[src/rtl/if_sram_fetch.sv]
// Instruction-fetch responder: one outstanding SRAM read, registered result
// handed to decode over valid/ready, with redirect (flush) discard of wrong-path fetches.
`timescale 1ns/1ps
module if_sram_fetch #(
  parameter int WAIT_CYCLES = 0
) (
  input  logic        clk,
  input  logic        rst,
  input  logic        req_valid,
  input  logic [31:0] req_addr,
  output logic        req_ready,
  input  logic        flush,
  output logic        inst_sram_en,
  output logic [31:0] inst_sram_addr,
  input  logic [31:0] inst_sram_rdata,
  output logic        inst_valid,
  input  logic        inst_ready,
  output logic [31:0] inst,
  output logic [31:0] inst_pc,
  output logic        inst_adel
);

  typedef enum logic [1:0] {
    ST_IDLE = 2'd0,
    ST_WAIT = 2'd1,
    ST_FULL = 2'd2
  } state_t;

  localparam logic [1:0] WAIT_INIT = 2'(WAIT_CYCLES);

  state_t      state_reg, state_next;
  logic [1:0]  cnt_reg;
  logic        killed_reg;
  logic [31:0] inst_reg;
  logic [31:0] pc_reg;
  logic        adel_reg;

  logic fire;
  logic aligned;
  logic capture;

  assign fire    = req_valid & req_ready;
  assign aligned = (req_addr[1:0] == 2'b00);
  assign capture = (state_reg == ST_WAIT) && (cnt_reg == 2'd0);

  always_ff @(posedge clk or posedge rst) begin
    if (rst) begin
      state_reg <= ST_IDLE;
    end else begin
      state_reg <= state_next;
    end
  end

  // flush wins everywhere; in FULL a same-cycle decode handshake is ignored.
  always_comb begin
    state_next = state_reg;
    case (state_reg)
      ST_IDLE: begin
        if (fire) state_next = aligned ? ST_WAIT : ST_FULL;
      end
      ST_WAIT: begin
        if (capture) state_next = (killed_reg | flush) ? ST_IDLE : ST_FULL;
      end
      ST_FULL: begin
        if (flush) begin
          state_next = ST_IDLE;
        end else if (inst_ready) begin
          if (fire) state_next = aligned ? ST_WAIT : ST_FULL;
          else      state_next = ST_IDLE;
        end
      end
      default: state_next = ST_IDLE;
    endcase
  end

  always_comb begin
    req_ready      = 1'b0;
    inst_sram_en   = 1'b0;
    inst_sram_addr = 32'd0;
    inst_valid     = (state_reg == ST_FULL);
    if (!rst && !flush) begin
      req_ready = (state_reg == ST_IDLE) || ((state_reg == ST_FULL) && inst_ready);
    end
    if (fire && aligned) begin
      inst_sram_en   = 1'b1;
      inst_sram_addr = {req_addr[31:2], 2'b00};
    end
  end

  // Fire never occurs in WAIT, so the issue and capture updates cannot collide.
  always_ff @(posedge clk or posedge rst) begin
    if (rst) begin
      cnt_reg    <= 2'd0;
      killed_reg <= 1'b0;
      inst_reg   <= 32'd0;
      pc_reg     <= 32'd0;
      adel_reg   <= 1'b0;
    end else begin
      if (fire) begin
        pc_reg <= req_addr;
        if (aligned) begin
          cnt_reg <= WAIT_INIT;
        end else begin
          inst_reg <= 32'd0;
          adel_reg <= 1'b1;
        end
      end
      if (state_reg == ST_WAIT) begin
        if (cnt_reg == 2'd0) begin
          inst_reg   <= inst_sram_rdata;
          adel_reg   <= 1'b0;
          killed_reg <= 1'b0;
        end else begin
          cnt_reg <= cnt_reg - 2'd1;
          if (flush) killed_reg <= 1'b1;
        end
      end
    end
  end

  assign inst      = inst_reg;
  assign inst_pc   = pc_reg;
  assign inst_adel = adel_reg;

endmodule

[config.mk]
export PLATFORM = sky130hd
export DESIGN_NAME = if_sram_fetch
export DESIGN_NICKNAME = d
export VERILOG_FILES = /design/src/rtl/if_sram_fetch.sv
export SDC_FILE = /design/constraint.sdc
export NUM_CORES = 1
export LEC_CHECK = 0
export ABC_AREA = 1
export CAP_MARGIN = 10
export CORE_MARGIN = 5
export CORE_UTILIZATION = 39
export CTS_CLUSTER_DIAMETER = 60
export DETAILED_ROUTE_END_ITERATION = 10
export MAX_ROUTING_LAYER = met4
export PLACE_DENSITY = 0.81
export REMOVE_ABC_BUFFERS = 1
export SYNTH_ARGS = -nofsm -noshare
export SYNTH_HDL_FRONTEND = slang
export SYNTH_SLANG_ARGS = --single-unit
[constraint.sdc]
create_clock -name clk -period 4.93 [get_ports clk]
set_input_delay 0.986 -clock clk [delete_from_list [all_inputs] [get_ports clk]]
set_output_delay 0.986 -clock clk [all_outputs]
set_load 0.03 [all_outputs]
=== Yosys cells after proc, flatten, opt, wreduce, memory -nomap -nowiden ===
Cells that the tools add are included.

* Add/sub/neg operators: 1
* Multiply operators: 0
* Divide/modulo/power cells: 0
* Magnitude comparators: 0
* Equality and inequality tests: 5
* Shift-type cells: 0
* Multiplexer cells: 25
* Bitwise gates (word level): 2
* Reduce and logical (&&, ||, !) cells: 13

{| class="wikitable"
|+ Operators with widths
! cell !! count
|-
| 2-to-1 mux 32 bit || 5
|-
| 2-to-1 mux 2 bit || 11
|-
| 2-to-1 mux 1 bit || 8
|-
| logical NOT 2 bit || 3
|-
| one-hot mux 2 bit (3 select lines) || 1
|-
| logical AND 1 bit || 4
|-
| != test 2 bit, second input constant || 2
|-
| != test 3 x 2 -> 1 bit, second input constant || 1
|-
| AND reduction 3 bit || 1
|-
| == test 2 x 1 -> 1 bit, second input constant || 1
|-
| == test 2 bit, second input constant || 1
|-
| logical NOT 1 bit || 2
|-
| AND reduction 2 bit || 1
|-
| nonzero test 2 bit || 1
|-
| subtractor 2 x 1 -> 2 bit, second input constant || 1
|-
| AND 1 bit || 1
|-
| logical OR 1 bit || 1
|-
| OR 1 bit || 1
|}

* Register bits after elaboration: 70
* Bits in latches: 0
* Bits in writable memories: 0
* ROM bits: 0
* Input bits: 69
* Output and inout port bits: 100
* Logic and storage cells: 52
* Memories: 0

=== Logic depth before layout (Yosys ltp) ===
Gate-level depths: netlist of run 1.

* Depth after elaboration: 9
* Depth in mapped cells: 9
* Depth with buffers taken out: 8

=== Least setup slack after synthesis of run 1 ===
OpenSTA, ideal clock, no wires.

* Kind: input -> output
* Start point: input rst
* End point: output inst_sram_addr[10]
* Data arrival time: 3746 ps
* Data required time: 3944 ps
* Setup slack: 198 ps
* Stages: 6
* Path buffers: 1
* Cells stage by stage: inv_1 -> nand4_4 -> nor2_4 -> inv_2 -> buf_2 -> nor2_1

* Cells in the longest elaborated chain, start to end: 6

{| class="wikitable"
|+ Ends and longest elaborated chain
! element !! RTL line !! RTL
|-
| start, declared || 8 || <nowiki>input logic rst,</nowiki>
|-
| logical NOT 1 bit (no line) || n/a ||
|-
| logical AND 1 bit || 81 || <nowiki>if (!rst && !flush) begin</nowiki>
|-
| 2-to-1 mux 1 bit || 81 ||
|-
| AND 1 bit || 42 || <nowiki>assign fire = req_valid & req_ready;</nowiki>
|-
| logical AND 1 bit || 84 || <nowiki>if (fire && aligned) begin</nowiki>
|-
| 2-to-1 mux 32 bit || 84 ||
|-
| end, declared || 14 || <nowiki>output logic [31:0] inst_sram_addr,</nowiki>
|}

Every way passes these cells.

=== Final worst setup path of run 1 ===
* Start point: input flush
* End point: output inst_sram_en

* Cells in the longest elaborated chain, start to end: 6

{| class="wikitable"
|+ Ends and longest elaborated chain
! element !! RTL line !! RTL
|-
| start, declared || 12 || <nowiki>input logic flush,</nowiki>
|-
| logical NOT 1 bit || 81 ||
|-
| logical AND 1 bit || 81 ||
|-
| 2-to-1 mux 1 bit || 81 ||
|-
| AND 1 bit || 42 ||
|-
| logical AND 1 bit || 84 ||
|-
| 2-to-1 mux 1 bit || 84 ||
|-
| end, declared || 13 || <nowiki>output logic inst_sram_en,</nowiki>
|}

Every way passes these cells.

==> metrics.cfg, run 1 <==
[routing]
dr.pass1.iters = 4
vias = 2864
wl_met2_um = 4250
top_layer_used = met4
routed_wl_um = 8680
drt-met1-wl_um = 3740
drt-initial-drc-count = 156
wl_met3_um = 576
ant_nets = 0
wl_per_cell_um = 13.9
drc_errors = 0
vias_per_cell = 4.58

[yosys]
netlist_top_cells_count = 138 x nand2_1, 70 x dfrtp_1, 37 x nand3_1, 36 x nor2_1, 23 x inv_1
synth_edf_count = 0
synth-seq-cells = 70
netlist_area_um2 = 3030
synth-compound-area-share_pct = 3.59
ys_types = 21
synth_xor_xnor_area_share_pct = 0
synth_area_leaders = dfrtp_1 58%, nand2_1 17%, nand3_1 6.1%
synth_top_area_share_pct = 57.8
netlist_instances = 358
yosys_most_used_dff = dfrtp_1
synth_seq_area_share_pct = 57.8
synth.largest_area_cell = dfrtp_1
synth-simple-area-share_pct = 30.4
syn_area_per_cell_um2 = 8.46
yosys_warnings = 0
synth_top_family_by_area = simple AND/OR/NAND/NOR gates
synthAdderAreaFrac_pct = 0
synth_most_common_cell = nand2_1
muxShareOfSynthArea_pct = 0
synthArstFlopShare_pct = 100

[cts]
clk_path_buf_depth = 2
numCtsBuffers = 9
clk_pin_slew_ps = 70
h-tree-depth = 3
cts-hold-fix-buffers = 0
post_cts_buffers = 0
clock_latency_ps = 340
cts_root_buffer = clkbuf_8
cts_tree = yes
cts.sinks = 70
cts_resized = 0

[placement]
dp_hpwl_um = 6570
gp_congestion = 0.874
portBuffers = 166
place_area_um2 = 4630

[global_routing]
grt_max_degree = 71
grt_pass1_wl_um = 13700
antenna_found_initial = 0
grt_use_total_pct = 18.0
grt_pass1_vias = 2789
gr-total-overflow = 0

[floorplan]
die_area_um2 = 9630
die_h_um = 98.1
start_util_pct = 39.6
core_um2 = 7650
dieWidth_um = 98.1
rows = 32
ios = 169

[timing]
period_minus_slack_ps = 3930
rsz0062_at_grt = false
worstMarginPinSlew_ps = 877
finalClockSkew_ps = 12.3
finalSetupViolCount = 0
fin_crit_sh_pct = 79.7
timing.fmax_mhz = 254
final_max_slew_viol_count = 0
finalHoldViolCount = 0
relSlewSlack_pct = 41.5

[layout]
layout.area.seq_um2 = 1750
fin_area_um2 = 4830
fin_util_pct = 63.1
multi_input_area_um2 = 1040
final_nets = 588
n_fill_cell = 620
n_antenna_cell = 0
drive_above_1_share_pct = 11.6
syn2layout_area_growth_pct = 59.3

[critical_path]
setup.worst_path.class = in2out
critical_path.max_fanout = 52
max_stage_delay_ps = 720
critPathArrivalTime_ps = 2940
reg2reg_slack_ps = 2760
path_common_cell = clkdlybuf4s50_1
r2r_start = state_reg[0]
cp.required_ps = 3940
reg2reg_depth = 8
timing.rr.end = inst[2]
cp_cell_sequence = clkdlybuf4s50_1 > nor2_2 > nand4_4 > buf_4 > nor2_4 > clkdlybuf4s50_1
cp-end-kind = output port
start_kind = primary input
cpMaxStageDelayCell = clkdlybuf4s50_1

[run]
drv_cap = 0

[hold_path]
hold_end = inst_pc[23]
hold_class = reg2reg
hold_path_startpoint = inst_pc[23]
whs_path_depth = 2

[power_and_ir_drop]
power.density_nw_per_um2 = 424
power_leakage_uw = 0.00242
irDropWorstVdd_mv = 0.201

[status]
outcome = finished clean

area by class of cell:
type / count / share of cell area (%)
Clock buffer: 11 / 2.93
Clock inverter: 5 / 1.22
Inverter: 28 / 2.20
Multi-Input combinational cell: 242 / 21.5
Sequential cell: 70 / 36.3
Tap cell: 102 / 2.64
Timing Repair Buffer: 168 / 33.2
worst max path at each step:
stage                      startpoint            endpoint  slack (ps)
after CTS                       flush        inst_sram_en        1000
final                           flush        inst_sram_en        1000
after global placement    req_addr[1]        inst_sram_en        1060
after detailed placement        flush        inst_sram_en        1010
after floorplan                   rst  inst_sram_addr[10]        -260
after global routing            flush        inst_sram_en         890
layout by cell type (no fill, tap or decap), types with 2 or more instances in the layout:
cell type / instances
conb_1: 2
nor2_1: 36
inv_2: 5
clkbuf_8: 10
inv_1: 22
buf_4: 32
nand3_1: 37
clkinvlp_4: 2
nor2_4: 3
a21oi_1: 2
nand2_1: 138
o21ai_0: 18
clkdlybuf4s50_1: 136
dfrtp_1: 70
clkinv_2: 2
metal layers:
layer  vias up  global-route usage [%]
met1      1318                    22.3
met5         -                       -
met4         0                    5.88
met3        13                    4.14
met2       116                    29.4
li1       1417                       -
worst max-delay path: cells and delay by family:
family                 cells  cell delay (ps)
buffers and inverters      3             1480
AND/OR/NAND/NOR            3              460
logic make-up after synthesis:
family / count (synthesis)
AO/OA/AOI/OAI: 21
buffers and inverters: 47
flip-flops: 70
other: 1
AND/OR/NAND/NOR: 219
metrics by stage:
stage	hold WS (ps)	setup slack, ps	std cells	TNS (ps)	total power (µW)
floorplan	453	-264	340	-6230	1210
CTS	485	1000	626	0	2070
global route	510	885	626	0	2150
finish	483	1000	626	0	2050
global placement	462	1060	610	0	1590
detailed placement	465	1010	610	0	1600
where the power goes:
group / total, µW / switching [µW] / internal, µW
Clock: 459 / 212 / 248
Sequential: 785 / 77.7 / 707
Combinational: 802 / 466 / 336
Total: 2050 / 755 / 1290
No activity file was read; power rests on OpenSTA's default activity.
==> inputs of run 2 (changes only) <==
clock period = 3.8 ns   (was 4.93 ns; I/O delays follow)
==> metrics.cfg, run 2 (synthesized netlist as in run 1, its figures left out) <==
[critical_path]
cp-end-kind = output port
start_kind = primary input
critPathArrivalTime_ps = 2250  ; -690 ps
critical_path.max_fanout = 16  ; -69%
setup.worst_path.class = in2out
cp.required_ps = 3040  ; -900 ps

[routing]
drc_errors = 0  ; unchanged
vias_per_cell = 4.58  ; about the same
wl_per_cell_um = 13.4  ; -3.7%
ant_nets = 0  ; unchanged
vias = 2855  ; -0.31%
routed_wl_um = 8330  ; -4.0%
drt-initial-drc-count = 108  ; -31%
dr.pass1.iters = 4  ; unchanged

[placement]
gp_congestion = 0.914  ; +4.7%
place_area_um2 = 4630  ; +0.11%
placedCellCount = 611  ; +0.16%
portBuffers = 166  ; unchanged
dp_hpwl_um = 6280  ; -4.3%

[timing]
final_max_slew_viol_count = 0  ; unchanged
fin_crit_sh_pct = 79.3
finalHoldViolCount = 0  ; unchanged
finalSetupViolCount = 0  ; unchanged
period_minus_slack_ps = 3010
worstMarginPinSlew_ps = 843  ; -34.5 ps
finalClockSkew_ps = 7.16  ; -5.15 ps
setup_tns_ps = 0  ; unchanged
rsz0062_at_grt = false
timing.hold.ws_ps = 479  ; -3.84 ps
timing.fmax_mhz = 332
relSlewSlack_pct = 43.8  ; +2.3 points

[global_routing]
grt_max_degree = 71  ; unchanged
grt_pass1_vias = 2838  ; +1.8%
antenna_found_initial = 0  ; unchanged
grt_use_total_pct = 18.0  ; about the same
grt_pass1_wl_um = 13700  ; -0.40%
gr-total-overflow = 0  ; unchanged

[cts]
clk_path_buf_depth = 2  ; unchanged
cts-hold-fix-buffers = 0  ; unchanged
h-tree-depth = 3  ; unchanged
cts_tree = yes
clk_pin_slew_ps = 70  ; about the same
clock_latency_ps = 330  ; about the same
cts_resized = 0  ; unchanged
cts.sinks = 70  ; unchanged
cts_root_buffer = clkbuf_8
post_cts_buffers = 0  ; unchanged
numCtsBuffers = 9  ; unchanged

[floorplan]
dieWidth_um = 98.1  ; unchanged
core_um2 = 7650  ; unchanged
die_area_um2 = 9630  ; unchanged
start_util_pct = 39.6  ; unchanged
die_h_um = 98.1  ; unchanged
rows = 32  ; unchanged
ios = 169  ; unchanged

[layout]
final_common_cell = nand2_1
instances_no_fill = 624  ; -0.32%
n_antenna_cell = 0  ; unchanged
final_nets = 589  ; +0.17%
fin_area_um2 = 4830  ; unchanged
drive_above_1_share_pct = 11.7  ; +0.045 points
layout_common_cells = 138 x nand2_1, 135 x clkdlybuf4s50_1, 70 x dfrtp_1
syn2layout_area_growth_pct = 59.3  ; unchanged

[power_and_ir_drop]
power_leakage_uw = 0.00243  ; +0.47%
irDropWorstVdd_mv = 0.228  ; +14%
power.density_nw_per_um2 = 549  ; +29%

[run]
drv_cap = 0  ; unchanged

[status]
outcome = finished clean

[hold_path]
hold_class = reg2reg

## run 2: area by class of cell
class / count / area (µm²)
sequential: 70 / 1750
clock inverter: 1 / 30.0
inverter: 28 / 106
clock buffer: 12 / 165
multi-input combinational: 242 / 1040
tap: 102 / 128
timing repair buffer: 169 / 1610
fill: 640 / 2820
## run 2: routing by layer
metal  wire length [µm]  track usage [%]
met1               3650             22.8
met5                  0                -
met3                610             5.43
met2               3940             28.2
met4                132             4.94
## run 2: worst max-delay path, cell delays in order
cell	delay, ps
clkdlybuf4s50_1	470
nor2_2	170
nand4_4	170
inv_2	270
nand2_1	120
nor2_1	110
buf_4	170
## run 2: path summary, 6_finish.rpt
path,slack (ps),start,cells after the start,to
worst max-delay path,790,flush,7,inst_sram_addr[23]
worst min-delay path,480,inst_pc[23],2,inst_pc[23]
worst max register to register,1620,state_reg[0],8,inst[18]
worst min register to register,480,inst_pc[23],2,inst_pc[23]
max in group asynchronous,2140,rst,3,inst_pc[31]
min in group asynchronous,1110,rst,3,inst_pc[10]
## run 2: stage by stage
| stage | setup WS, ps | util (%) | power, µW |
|---|---|---|---|
| final | 786 | 63.1 | 2650 |
| after global routing | 600 | 63.1 | 2800 |
| after CTS | 762 | 63.1 | 2680 |
| after detailed placement | 766 | 60.6 | 2080 |
| after global placement | 802 | 60.6 | 2070 |
| after floorplan | -942 | - | 1570 |
## run 2: report_power, final
part / switching, µW / internal [µW] / total [µW]
logic: 604 / 436 / 1040
clock network: 245 / 346 / 592
registers: 98.8 / 918 / 1020
==> inputs of run 3 (changes only) <==
clock period = 2.88 ns   (was 3.8 ns; I/O delays follow)
==> metrics.cfg, run 3 (synthesized netlist as in run 1, its figures left out) <==
[status]
outcome = finished clean

[placement]
place_ws_ps = 151  ; -616 ps
gp_congestion = 0.910  ; -0.50%
portBuffers = 166  ; unchanged
dp_hpwl_um = 6390  ; +1.8%
place_area_um2 = 4640  ; +0.16%

[critical_path]
r2r_start = state_reg[0]
reg2reg_slack_ps = 1170  ; -450 ps
setup.worst_path.class = in2out
critical_path.max_fanout = 16  ; unchanged
cp.required_ps = 2300  ; -740 ps
cp-end-kind = output port
max_stage_delay_ps = 480  ; about the same
timing.rr.end = inst[28]
cp_cell_sequence = clkdlybuf4s50_1 > nor2_2 > nand4_4 > inv_2 > nand2_1 > nor2_1 > buf_4
critPathArrivalTime_ps = 2140  ; -110 ps
critPathTopFamily = buffers and inverters
reg2reg_depth = 6  ; -2
start_kind = primary input
worstPathBufferInverterCount = 3  ; unchanged
cpMaxStageDelayCell = clkdlybuf4s50_1

[timing]
rsz0062_at_grt = false
finalSetupViolCount = 0  ; unchanged
finalClockSkew_ps = 5.06  ; -2.10 ps
worstMarginPinSlew_ps = 870  ; +27.6 ps
setup_ws_ps = 161  ; -626 ps
relSlewSlack_pct = 42.0  ; -1.8 points
final_max_slew_viol_count = 0  ; unchanged
timing.hold.ws_ps = 480  ; +1.35 ps
period_minus_slack_ps = 2720
finalHoldViolCount = 0  ; unchanged
fin_crit_sh_pct = 94.4
setup_tns_ps = 0  ; unchanged
timing.fmax_mhz = 368

[global_routing]
antenna_found_initial = 0  ; unchanged
grt_max_degree = 71  ; unchanged
grt_pass1_wl_um = 13900  ; +1.5%
grt_use_total_pct = 18.3  ; +0.29 points
grt_pass1_vias = 2886  ; +1.7%
gr-total-overflow = 0  ; unchanged

[power_and_ir_drop]
switchingPower_uw = 1260  ; +33%
pwr-share-seq_pct = 39.5  ; +1.1 points
power.density_nw_per_um2 = 709  ; +29%
power.share.clock_pct = 20.0  ; -2.3 points
irDropWorstVdd_mv = 0.388  ; +70%
power_leakage_uw = 0.00242  ; -0.40%
comb_power_share_pct = 40.5  ; +1.2 points
swShare_pct = 37.1  ; +1.3 points
intPower_uw = 2140  ; +26%

[hold_path]
hold_class = reg2reg
whs_path_depth = 2  ; unchanged
hold_path_startpoint = inst_pc[26]
hold_end = inst_pc[26]

[cts]
cts_root_buffer = clkbuf_8
post_cts_buffers = 0  ; unchanged
cts-hold-fix-buffers = 0  ; unchanged
cts_resized = 0  ; unchanged
clock_latency_ps = 320  ; about the same
clk_path_buf_depth = 2  ; unchanged
cts_tree = yes
cts.sinks = 70  ; unchanged
clk_pin_slew_ps = 60  ; about the same
numCtsBuffers = 9  ; unchanged
h-tree-depth = 3  ; unchanged

[routing]
routed_wl_um = 8670  ; +4.0%
drc_errors = 0  ; unchanged
ant_nets = 0  ; unchanged
drt-initial-drc-count = 105  ; -2.8%
dr.pass1.iters = 5  ; +1
vias_per_cell = 4.62  ; +0.88%
vias = 2894  ; +1.4%
wl_per_cell_um = 13.8  ; +3.5%

[floorplan]
die_area_um2 = 9630  ; unchanged
dieWidth_um = 98.1  ; unchanged
rows = 32  ; unchanged
core_um2 = 7650  ; unchanged
ios = 169  ; unchanged
start_util_pct = 39.6  ; unchanged
die_h_um = 98.1  ; unchanged

[layout]
n_antenna_cell = 0  ; unchanged
final_common_cell = nand2_1
layout_common_cells = 138 x nand2_1, 135 x clkdlybuf4s50_1, 70 x dfrtp_1
drive_above_1_share_pct = 11.6  ; -0.067 points
fin_area_um2 = 4810  ; -0.41%
syn2layout_area_growth_pct = 58.7
final_nets = 590  ; +0.17%

[run]
drv_cap = 0  ; unchanged

[run 3: area by class of cell]
class                   count  area, µm²
flip-flops and latches     70       1750
multi-input cells         242       1040
inverters                  28        106
repair buffers            170       1610
clock buffers              14        163
clock inverters             1       5.00
well taps                 102        128
fillers                   666       2840
[run 3: how the worst max path moves through the flow]
stage	from	endpoint	slack, ps	cells past startpoint
6_report	flush	inst_sram_addr[30]	160	7
5_1_grt	flush	inst_sram_addr[22]	40	7
3_3_place_gp	flush	inst_sram_addr[19]	250	7
4_1_cts	flush	inst_sram_addr[22]	140	7
2_1_floorplan	rst	inst_sram_addr[10]	-1490	5
3_5_place_dp	flush	inst_sram_addr[22]	150	7
[run 3: worst reg2reg max path: stages (launching register included)]
cell     delay, ps
dfrtp_1        440
nor2_2         200
nand4_4        180
inv_2          280
nand2_4        280
nand3_1        170
nand2_1         50
[run 3: stage by stage]
step	power (µW)	cells	util [%]
after floorplan	2080	340	-
after global placement	2730	612	60.7
after detailed placement	2750	612	60.7
after CTS	3440	627	62.8
after global routing	3580	627	62.8
final	3410	627	62.8
[run 3: routing by layer]
metal,global-route usage [%],routed length [µm]
met5,-,0
met4,5.78,114
met3,4.50,601
met2,29.1,4090
met1,23.1,3860
[run 3: power groups by stage]
stage	logic, µW	clock network, µW	registers, µW
floorplan	287	0	1790
global placement	1380	0	1350
detailed placement	1390	0	1360
CTS	1390	703	1340
global route	1460	744	1370
finish	1380	683	1350
